==> config.mk <==
export PLATFORM = sky130hd
export DESIGN_NAME = line_mem_ctrl
export DESIGN_NICKNAME = d
export VERILOG_FILES = /design/src/rtl/line_mem_pkg.sv /design/src/rtl/line_assembler.sv /design/src/rtl/line_mem_ctrl.sv
export SDC_FILE = /design/constraint.sdc
export NUM_CORES = 1
export LEC_CHECK = 0
export ABC_CLOCK_PERIOD_IN_PS = 2800
export BUFFER_PORTS_ARGS = -buffer_cell sky130_fd_sc_hd__buf_2
export CORE_UTILIZATION = 54
export DETAILED_ROUTE_END_ITERATION = 10
export GPL_ROUTABILITY_DRIVEN = 0
export GPL_TIMING_DRIVEN = 0
export PLACE_DENSITY_LB_ADDON = 0.2
export SLEW_MARGIN = 40
export SYNTH_ARGS = -nofsm -noshare
export SYNTH_HDL_FRONTEND = slang
export SYNTH_SLANG_ARGS = --single-unit
==> constraint.sdc <==
create_clock -name clk -period 2.8 [get_ports clk]
set_input_delay 0 -clock clk [delete_from_list [all_inputs] [get_ports clk]]
set_output_delay 0 -clock clk [all_outputs]
set_load 0.03 [all_outputs]
==> src/rtl/line_mem_pkg.sv <==
// Shared types and helpers for the line memory controller.
// Holds the FSM state enum, default line geometry and a word-extract helper.
package line_mem_pkg;

    localparam int DATA_W         = 32;
    localparam int LINE_BYTES     = 16;
    localparam int LINE_W         = LINE_BYTES * 8;
    localparam int WORDS_PER_LINE = LINE_W / DATA_W;
    localparam int BEAT_W         = $clog2(WORDS_PER_LINE);

    typedef enum logic [2:0] {
        IDLE,
        WB,
        RD,
        RD_DRAIN,
        DONE
    } state_e;

    // Word 0 sits in the least significant bits of the line.
    function automatic logic [DATA_W-1:0] line_word(
        input logic [LINE_W-1:0] line,
        input logic [BEAT_W-1:0] idx
    );
        return line[idx*DATA_W +: DATA_W];
    endfunction

endpackage

==> src/rtl/line_assembler.sv <==
// Word-to-line buffer: writes one word slot per cycle, clearable.
// Ports: clk, rst, clr_i, we_i, idx_i, word_i, line_o (registered), line_nxt_o (next value).
module line_assembler #(
    parameter int DW = 32,
    parameter int W  = 4,
    localparam int IW = $clog2(W)
) (
    input  logic          clk,
    input  logic          rst,
    input  logic          clr_i,
    input  logic          we_i,
    input  logic [IW-1:0] idx_i,
    input  logic [DW-1:0] word_i,
    output logic [W*DW-1:0] line_o,
    output logic [W*DW-1:0] line_nxt_o
);

    logic [W*DW-1:0] line_q;

    always_comb begin
        line_nxt_o = line_q;
        if (we_i) begin
            line_nxt_o[idx_i*DW +: DW] = word_i;
        end
    end

    always_ff @(posedge clk) begin
        if (rst || clr_i) begin
            line_q <= '0;
        end else begin
            line_q <= line_nxt_o;
        end
    end

    assign line_o = line_q;

endmodule

==> src/rtl/line_mem_ctrl.sv <==
// Line-granular refill/write-back controller serialising lines onto a word RAM.
// Ports: req_* (cache request), resp_* (refill result), crit_word_* (early word),
// busy, ram_* (single-port RAM, read data one cycle after ram_re).
// Optional macro LINE_MEM_CRIT_WORD_FIRST_EN: refill starts at crit_word.
module line_mem_ctrl
    import line_mem_pkg::*;
#(
    parameter int DATA_WIDTH      = DATA_W,
    parameter int CACHE_LINE_SIZE = LINE_BYTES,
    parameter int LINE_ADDR_WIDTH = 4,
    localparam int W  = CACHE_LINE_SIZE * 8 / DATA_WIDTH,
    localparam int BW = $clog2(W),
    localparam int LW = CACHE_LINE_SIZE * 8,
    localparam int WORD_ADDR_WIDTH = LINE_ADDR_WIDTH + BW
) (
    input  logic                       clk,
    input  logic                       rst,
    input  logic                       req_valid,
    output logic                       req_ready,
    input  logic                       req_read,
    input  logic                       req_write,
    input  logic [LINE_ADDR_WIDTH-1:0] rd_line_addr,
    input  logic [LINE_ADDR_WIDTH-1:0] wr_line_addr,
    input  logic [LW-1:0]              wr_line_data,
    input  logic [BW-1:0]              crit_word,
    output logic                       resp_valid,
    output logic [LW-1:0]              resp_line_data,
    output logic                       crit_word_valid,
    output logic [DATA_WIDTH-1:0]      crit_word_data,
    output logic                       busy,
    output logic [WORD_ADDR_WIDTH-1:0] ram_addr,
    output logic [DATA_WIDTH-1:0]      ram_wdata,
    output logic                       ram_we,
    output logic                       ram_re,
    input  logic [DATA_WIDTH-1:0]      ram_rdata
);

    state_e state_q, state_d;
    logic [BW-1:0] beat_q, beat_d;
    logic [BW-1:0] slot;
    logic [BW-1:0] rd_slot_q;
    logic          rd_pend_q;
    logic          rd_q, wr_q;
    logic [LINE_ADDR_WIDTH-1:0] rd_addr_q, wr_addr_q;
    logic [LW-1:0] wr_data_q;
    logic [LW-1:0] resp_q;
    logic [LW-1:0] asm_line, asm_nxt;
    logic          accept;
    logic          last_beat;

    assign accept    = (state_q == IDLE) && req_valid;
    assign last_beat = (beat_q == BW'(W - 1));

`ifdef LINE_MEM_CRIT_WORD_FIRST_EN
    logic [BW-1:0] crit_q;

    // Refill order rotates so the critical word goes out first.
    assign slot = beat_q + crit_q;

    always_ff @(posedge clk) begin
        if (rst) begin
            crit_q <= '0;
        end else if (accept) begin
            crit_q <= crit_word;
        end
    end

    // The critical slot is read exactly once, on the first refill beat.
    assign crit_word_valid = rd_pend_q && (rd_slot_q == crit_q);
    assign crit_word_data  = crit_word_valid ? ram_rdata : '0;
`else
    logic unused_crit;

    assign unused_crit     = ^crit_word;
    assign slot            = beat_q;
    assign crit_word_valid = 1'b0;
    assign crit_word_data  = '0;
`endif

    // State register.
    always_ff @(posedge clk) begin
        if (rst) begin
            state_q <= IDLE;
            beat_q  <= '0;
        end else begin
            state_q <= state_d;
            beat_q  <= beat_d;
        end
    end

    // Next-state logic; the beat counter wraps naturally at W.
    always_comb begin
        state_d = state_q;
        beat_d  = beat_q;
        unique case (state_q)
            IDLE: begin
                if (req_valid) begin
                    if (req_write) begin
                        state_d = WB;
                    end else if (req_read) begin
                        state_d = RD;
                    end
                end
            end
            WB: begin
                beat_d = beat_q + 1'b1;
                if (last_beat) begin
                    state_d = rd_q ? RD : DONE;
                end
            end
            RD: begin
                beat_d = beat_q + 1'b1;
                if (last_beat) begin
                    state_d = RD_DRAIN;
                end
            end
            RD_DRAIN: state_d = DONE;
            DONE:     state_d = IDLE;
            default:  state_d = IDLE;
        endcase
    end

    // Outputs.
    always_comb begin
        ram_we    = 1'b0;
        ram_re    = 1'b0;
        ram_addr  = '0;
        ram_wdata = '0;
        unique case (state_q)
            WB: begin
                ram_we    = 1'b1;
                ram_addr  = {wr_addr_q, beat_q};
                ram_wdata = line_word(wr_data_q, beat_q);
            end
            RD: begin
                ram_re   = 1'b1;
                ram_addr = {rd_addr_q, slot};
            end
            default: begin
            end
        endcase
    end

    assign req_ready      = (state_q == IDLE);
    assign busy           = ~req_ready;
    assign resp_valid     = (state_q == DONE);
    assign resp_line_data = resp_q;

    // Request latch and read-pipeline tracking.
    always_ff @(posedge clk) begin
        if (rst) begin
            rd_q      <= 1'b0;
            wr_q      <= 1'b0;
            rd_addr_q <= '0;
            wr_addr_q <= '0;
            wr_data_q <= '0;
            rd_pend_q <= 1'b0;
            rd_slot_q <= '0;
        end else begin
            if (accept) begin
                rd_q      <= req_read;
                wr_q      <= req_write;
                rd_addr_q <= rd_line_addr;
                wr_addr_q <= wr_line_addr;
                wr_data_q <= wr_line_data;
            end
            // Read data returns one cycle after issue; remember its slot.
            rd_pend_q <= (state_q == RD);
            rd_slot_q <= slot;
        end
    end

    // Response register loads the completed line including the final word.
    always_ff @(posedge clk) begin
        if (rst) begin
            resp_q <= '0;
        end else if (state_q == RD_DRAIN) begin
            resp_q <= asm_nxt;
        end
    end

    logic unused_wr;
    assign unused_wr = wr_q ^ ^asm_line;

    line_assembler #(
        .DW (DATA_WIDTH),
        .W  (W)
    ) u_asm (
        .clk        (clk),
        .rst        (rst),
        .clr_i      (accept && req_read),
        .we_i       (rd_pend_q),
        .idx_i      (rd_slot_q),
        .word_i     (ram_rdata),
        .line_o     (asm_line),
        .line_nxt_o (asm_nxt)
    );

endmodule

==> impl_metrics.json, run 1 <==
{
  "clk_root_buffer_cell": "clkbuf_16",
  "syn-instance-count": 1647,
  "final_layout_size_suffix_gt1_share_pct": 30.1,
  "design.core.area_sq_um": 28800,
  "die_h_um": 173,
  "vias": 15500,
  "clkTransAtPathRegs_ps": 60,
  "tightestPinTransition_ps": 842,
  "setup.worst_path.end_class": "flop",
  "dpl-instance-area_sq_um": 18200,
  "regArea_sq_um": 8030,
  "n_antenna_cell": 0,
  "initial_core_util_pct": 55.0,
  "synth_cell_type_count": 36,
  "max_stage_delay_ps": 400,
  "ys_async_sr_fraction_pct": 0,
  "finalCoreUtilization_pct": 74.3,
  "grt_pass1_vias": 15500,
  "route.detailed.wl_per_inst_um": 20.8,
  "synthToLayoutAreaGrowth_pct": 34.9,
  "fin_crit_ps": 2610,
  "seq_area_frac_synth_pct": 50.7,
  "critPathMostFrequentCell": "inv_1",
  "syn_avg_cell_area_sq_um": 9.62,
  "routed_via_density": 5.83,
  "synth_area_sq_um": 15800,
  "grt_max_degree": 14,
  "finish.instance_area_sq_um": 21400,
  "detailedRoute.firstPassIterationCount": 5,
  "standby_leakage_power_nw": 8.64,
  "detailed_route_iter0_violations": 1330,
  "critPathRequiredTime_ps": 3240,
  "synth_edf_count": 0,
  "achievable_frequency_mhz": 383,
  "routed_wirelength_um": 55200,
  "synth-seq-cells": 401,
  "cp_data_arrival_time_ps": 3050,
  "overall_die_width_um": 173,
  "fillCellCount": 2026,
  "ant_nets": 0,
  "clock_tree_from_tritoncts": "done",
  "max-vdd-ir-drop_mv": 0.542,
  "slew_viol_final": 0,
  "clock_latency_ps": 540,
  "critPathKind": "reg -> reg",
  "min_path_type": "in -> reg",
  "max_fo_critical_path": 12,
  "postLayoutSetupSlackWorst_ps": 187,
  "io_pins": 379,
  "cts_buffers": 42,
  "cts_max_path_buffers": 3,
  "relative_max_transition_margin_pct": 43.9,
  "antenna_found_initial": 0,
  "grt_overflow": 0,
  "rsz0062_at_grt": "false",
  "postCtsSetupRepairBufs": 0,
  "multi_input_gate_area_sq_um": 6730,
  "cts_num_sinks": 401,
  "fin_tns_setup_ps": 0,
  "setup_viol_count_final": 0,
  "rrSetupSlack_ps": 190,
  "ctsHtreeMaxLevel": 2,
  "grt_first_pass_wirelength_um": 84700,
  "timing.clock.skew_ps": 19.2,
  "period_share_pct": 93.3,
  "floorplan.die_area_sq_um": 30000,
  "crit_path_top_delay_cell": "clkbuf_1",
  "floorplan.rows": 62,
  "post-route-drc-count": 0,
  "worstSetupStartpointType": "flop",
  "grtUsageTotal_pct": 36.1,
  "drv_cap": 0,
  "dp_hpwl_um": 35000,
  "detailedPlace.worstSlack_ps": -111,
  "status": "complete, no violations",
  "synthesis.yosys.warnings": 0,
  "synth_top_flop_cell": "dfxtp_1",
  "finalHoldViolCount": 0,
  "power.density_cell_area_nw_per_um2": 853,
  "cp_cell_sequence": "buf_2 > inv_1 > clkbuf_2 > ha_1 > inv_1 > clkbuf_1 > a32oi_1 > a211oi_1",
  "count_of_port_buffers_added_during_placement": 342,
  "num-nets-final": 2419
}
[critical path: cells and delay by family, from the launching register on]
family | cells | cell delay [ps]
adder cells (fa/ha/maj) | 1 | 390
AO/OA/AOI/OAI | 2 | 480
flip-flops | 1 | 370
buffers and inverters | 5 | 1280
[final timing paths]
kind | to | cells past startpoint | start
setup / recovery | resp_line_data[107] | 8 | rd_slot_q[0]
hold / removal | wr_data_q[62] | 4 | wr_line_data[62]
setup reg to reg | resp_line_data[107] | 8 | rd_slot_q[0]
hold reg to reg | wr_data_q[99] | 2 | wr_data_q[99]
[Yosys cell counts (2+ instances only)]
cell type	number	area [sq um]
buf_6	24	270
nand2_1	280	1050
nand2b_1	2	12.5
inv_1	6	22.5
a211oi_1	28	210
nor2_1	261	980
and2_1	3	18.8
and4b_1	4	40.0
buf_4	55	413
mux4_2	32	721
a32oi_1	128	1120
o21ai_0	5	25.0
dfxtp_1	401	8030
ha_1	6	75.1
buf_2	52	260
nor3_1	2	10.0
a211oi_2	100	1250
nor2b_1	36	225
a22o_1	4	35.0
a21oi_1	140	701
clkbuf_1	63	236
[sequential cells by signal, indices dropped and copies added, names as in the netlist]
register	cells
resp_line_data	128
u_asm.line_o	128
wr_data_q	128
rd_addr_q	4
wr_addr_q	4
state_q	3
beat_q	2
rd_slot_q	2
rd_pend_q	1
rd_q	1
[repair_timing]
action	in CTS	in global routing
pin swaps	0	0
endpoints found under the hold margin	306	0
resized for setup	3	6
setup endpoints to repair	29	28
hold buffers	173	0
[kinds of logic after synthesis]
| group | count (synthesis) | synth area share [%] |
|---|---|---|
| fa+ha+maj | 6 | 0.474 |
| flops | 401 | 50.7 |
| simple gates | 597 | 15.3 |
| compound gates | 407 | 21.2 |
| mux | 33 | 4.61 |
| xor+xnor | 2 | 0.111 |
| other cells | 1 | 0.0237 |
| buf+inv | 200 | 7.59 |
[final cells by class]
type	count	share of cell area, %
Sequential cell	401	37.6
Multi-Input combinational cell	1078	31.5
Timing Repair Buffer	515	16.1
Clock buffer	67	6.31
Buffer	194	5.56
Tap cell	384	2.25
Clock inverter	9	0.591
Inverter	6	0.105
[cells in the final DEF, fill, tap and decap left out, types with 36 or more instances in the layout]
| master | netlist | routed |
|---|---|---|
| buf_4 | 55 | 55 |
| dlygate4sd3_1 | 0 | 173 |
| a21oi_1 | 140 | 140 |
| buf_2 | 52 | 394 |
| clkbuf_1 | 63 | 64 |
| nand2_1 | 280 | 280 |
| nor2_1 | 261 | 261 |
| a211oi_2 | 100 | 100 |
| clkbuf_16 | 0 | 45 |
| a32oi_1 | 128 | 128 |
| dfxtp_1 | 401 | 401 |
| nor2b_1 | 36 | 36 |
[metal layers]
| layer | share of wire [%] | vias up | GRT usage (%) |
|---|---|---|---|
| met4 | 6.2 | 0 | 21.7 |
| met1 | 37 | 7346 | 41.9 |
| li1 | - | 6896 | - |
| met5 | 0 | - | 0 |
| met2 | 48 | 967 | 60.9 |
| met3 | 8.9 | 272 | 8.11 |
[stage by stage]
stage / power [mW] / std cells / hold WS, ps
3_5_place_dp: 12.0 / 2405 / 246
4_1_cts: 18.0 / 2654 / 238
5_1_grt: 18.9 / 2654 / 274
6_report: 18.2 / 2654 / 264
3_3_place_gp: 11.9 / 2405 / 242
2_1_floorplan: 10.5 / 1679 / 136
[where the power goes]
part / total (mW) / internal, mW / switching (mW)
clock: 5.86 / 3.57 / 2.28
sequential: 6.83 / 6.40 / 0.432
combinational: 5.54 / 2.02 / 3.52
total: 18.2 / 12.0 / 6.23
Power figures use the tool's default switching activity.
==> inputs of run 2 (changes only) <==
ABC_AREA = 1   (was unset)
==> impl_metrics.json, run 2 <==
{
  "status": "complete, no violations",
  "max_fo_critical_path": 10,
  "cts_buffers": 42,
  "fillCellCount": 2244,
  "floorplan.die_area_sq_um": 31300,
  "postCtsSetupRepairBufs": 0,
  "route.detailed.wl_per_inst_um": 17.6,
  "synth_area_sq_um": 16500,
  "num-nets-final": 3080,
  "seq_power_share_pct": 36.5,
  "timing.clock.skew_ps": 14.1,
  "synth-seq-cells": 401,
  "layout.cells.most_common": "nor2_1",
  "clk_root_buffer_cell": "clkbuf_16",
  "final_cell_mix": "nor2_1 (463), buf_2 (401), dfxtp_1 (401), o21ai_0 (291), inv_1 (278)",
  "synthesis.yosys.warnings": 0,
  "synth_cell_type_count": 24,
  "count_of_port_buffers_added_during_placement": 342,
  "setup_viol_count_final": 0,
  "dp_hpwl_um": 37800,
  "synthDominantAreaCellType": "dfxtp_1",
  "fin_worst_hold_slack_ps": 197,
  "floorplan.rows": 63,
  "relative_max_transition_margin_pct": 45.7,
  "design.core.area_sq_um": 29900,
  "ant_nets": 0,
  "postLayoutSetupSlackWorst_ps": 131,
  "synthMostInstantiatedCell": "nor2_1",
  "p_clk_share_pct": 29.5,
  "seq_area_frac_synth_pct": 48.6,
  "max-vdd-ir-drop_mv": 0.649,
  "clock_latency_ps": 530,
  "detailed_route_iter0_violations": 1782,
  "synth_commonest_cells": "nor2_1 (464), dfxtp_1 (401), o21ai_0 (300)",
  "syn_avg_cell_area_sq_um": 7.15,
  "combinationalPowerShare_pct": 34.0,
  "ys_async_sr_fraction_pct": 0,
  "antenna_found_initial": 1,
  "power.density_cell_area_nw_per_um2": 889,
  "grt_first_pass_wirelength_um": 89500,
  "detailedRoute.firstPassIterationCount": 7,
  "rrSetupSlack_ps": 260,
  "cp_data_arrival_time_ps": 2670,
  "routed_via_density": 5.54,
  "power.switching_mw": 7.57,
  "finalHoldViolCount": 0,
  "routed_wirelength_um": 58300,
  "worstRegToRegCells": 11,
  "vias": 18400,
  "overall_die_width_um": 177,
  "drv_cap": 0,
  "worstSetupStartpointType": "flop",
  "grtUsageTotal_pct": 36.2,
  "fin_tns_setup_ps": 0,
  "syn-instance-count": 2309,
  "synthToLayoutAreaGrowth_pct": 33.1,
  "min_path_type": "in -> reg",
  "synth_largest_type_area_fraction_pct": 48.6,
  "detailedPlace.worstSlack_ps": -5.72,
  "initial_core_util_pct": 55.2,
  "critPathKind": "reg -> out",
  "clkTransAtPathRegs_ps": 60,
  "standby_leakage_power_nw": 10.3,
  "tightestPinTransition_ps": 815,
  "final_layout_size_suffix_gt1_share_pct": 18.2,
  "ctsHtreeMaxLevel": 2,
  "grt_max_degree": 15,
  "achievable_frequency_mhz": 375,
  "fin_crit_ps": 2670,
  "cts_max_path_buffers": 3,
  "clock_tree_from_tritoncts": "done",
  "rsz0062_at_grt": "false",
  "synth_edf_count": 0,
  "grt_overflow": 0,
  "critPathRequiredTime_ps": 2800,
  "min-delay-start": "rst",
  "groute.layer.met2.usage_pct": 63.3,
  "slew_viol_final": 0,
  "synth_top_flop_cell": "dfxtp_1",
  "global_route.usage.met3_pct": 7.17,
  "switching_share_of_total_power_pct": 38.7,
  "regToRegEndpoint": "u_asm.line_o[59]",
  "post-route-drc-count": 0,
  "cts_num_sinks": 401,
  "n_antenna_cell": 0,
  "whs_path_cells": 5,
  "grt_pass1_vias": 17600,
  "hold-path-endpoint": "resp_line_data[47]",
  "io_pins": 379,
  "reg2reg_from": "rd_slot_q[0]",
  "ys_top_cells_by_area": "dfxtp_1 (49%), nor2_1 (11%), o21ai_0 (9.1%), a21oi_1 (7.1%), inv_1 (6.3%)",
  "top_usage_layer": "met2",
  "setup.worst_path.end_class": "primary output",
  "internal_power_mw": 12.0,
  "die_h_um": 177,
  "gr-usage-met1_pct": 40.3,
  "period_share_pct": 95.3
}
## run 2: worst max path at each step
stage | from | to | slack (ps) | cells after the start
floorplan | rd_slot_q[0] | u_asm.line_o[43] | 740 | 11
global route | beat_q[0] | ram_wdata[15] | 40 | 7
CTS | rd_slot_q[0] | resp_line_data[70] | 110 | 11
global placement | rd_slot_q[0] | u_asm.line_o[51] | 80 | 11
finish | beat_q[0] | ram_wdata[17] | 130 | 8
detailed placement | rd_slot_q[0] | u_asm.line_o[52] | -6 | 11
## run 2: power groups by stage
stage	clock network, mW	registers (mW)	logic, mW
after floorplan	0	7.62	3.66
after global placement	0	7.15	5.90
after detailed placement	0	7.18	6.01
after CTS	5.75	7.07	6.25
after global routing	5.98	7.19	7.11
final	5.76	7.13	6.65
## run 2: worst max-delay path: stages, from the launching register on
cell and delay, ps:
dfxtp_1 380, buf_2 270, inv_1 160, buf_2 230, buf_2 220, a21oi_1 230
o21ai_0 200, a21oi_1 200, buf_2 230
## run 2: routing by layer
| metal | routed length (um) | vias up |
|---|---|---|
| met2 | 27700 | 1291 |
| met1 | 21000 | 8273 |
| met3 | 5610 | 356 |
| li1 | - | 8464 |
| met4 | 3950 | 2 |
| met5 | 13 | - |
## run 2: area by class of cell
type	instances	area (sq um)	area share [%]
multi-input cells	1458	6520	29.7
repair buffers	514	3430	15.6
inverters	283	1060	4.84
clock buffers	55	1180	5.38
flip-flops and latches	401	8030	36.5
well taps	390	488	2.22
plain buffers	199	1020	4.66
clock inverters	17	226	1.03
## run 2: cells by family (layout without fill, tap and decap cells)
family / Yosys count / in the layout / synth area share [%]
AND/OR/NAND/NOR: 847 / 847 / 20.9
AO/OA/AOI/OAI: 572 / 572 / 17.4
buffers and inverters: 482 / 1068 / 12.6
flip-flops: 401 / 401 / 48.6
adder cells (fa/ha/maj): 6 / 6 / 0.455
other: 1 / 33 / 0.0227
## run 2: metrics by stage
stage                     std cells  util (%)  power (mW)  cell area (sq um)
final                          3317      73.5        19.5              22000
after global routing           3317      73.5        20.3              22000
after CTS                      3317      73.5        19.1              22000
after detailed placement       3073      63.0        13.2              18800
after global placement         3073      63.0        13.0              18800
after floorplan                2341         -        11.3              16600
## run 2: timing repair
item	in CTS	in global routing
gates resized for setup	4	15
endpoints found under the hold margin	282	0
endpoints found under the setup margin	6	85
hold buffers	172	0
pin swaps	0	0
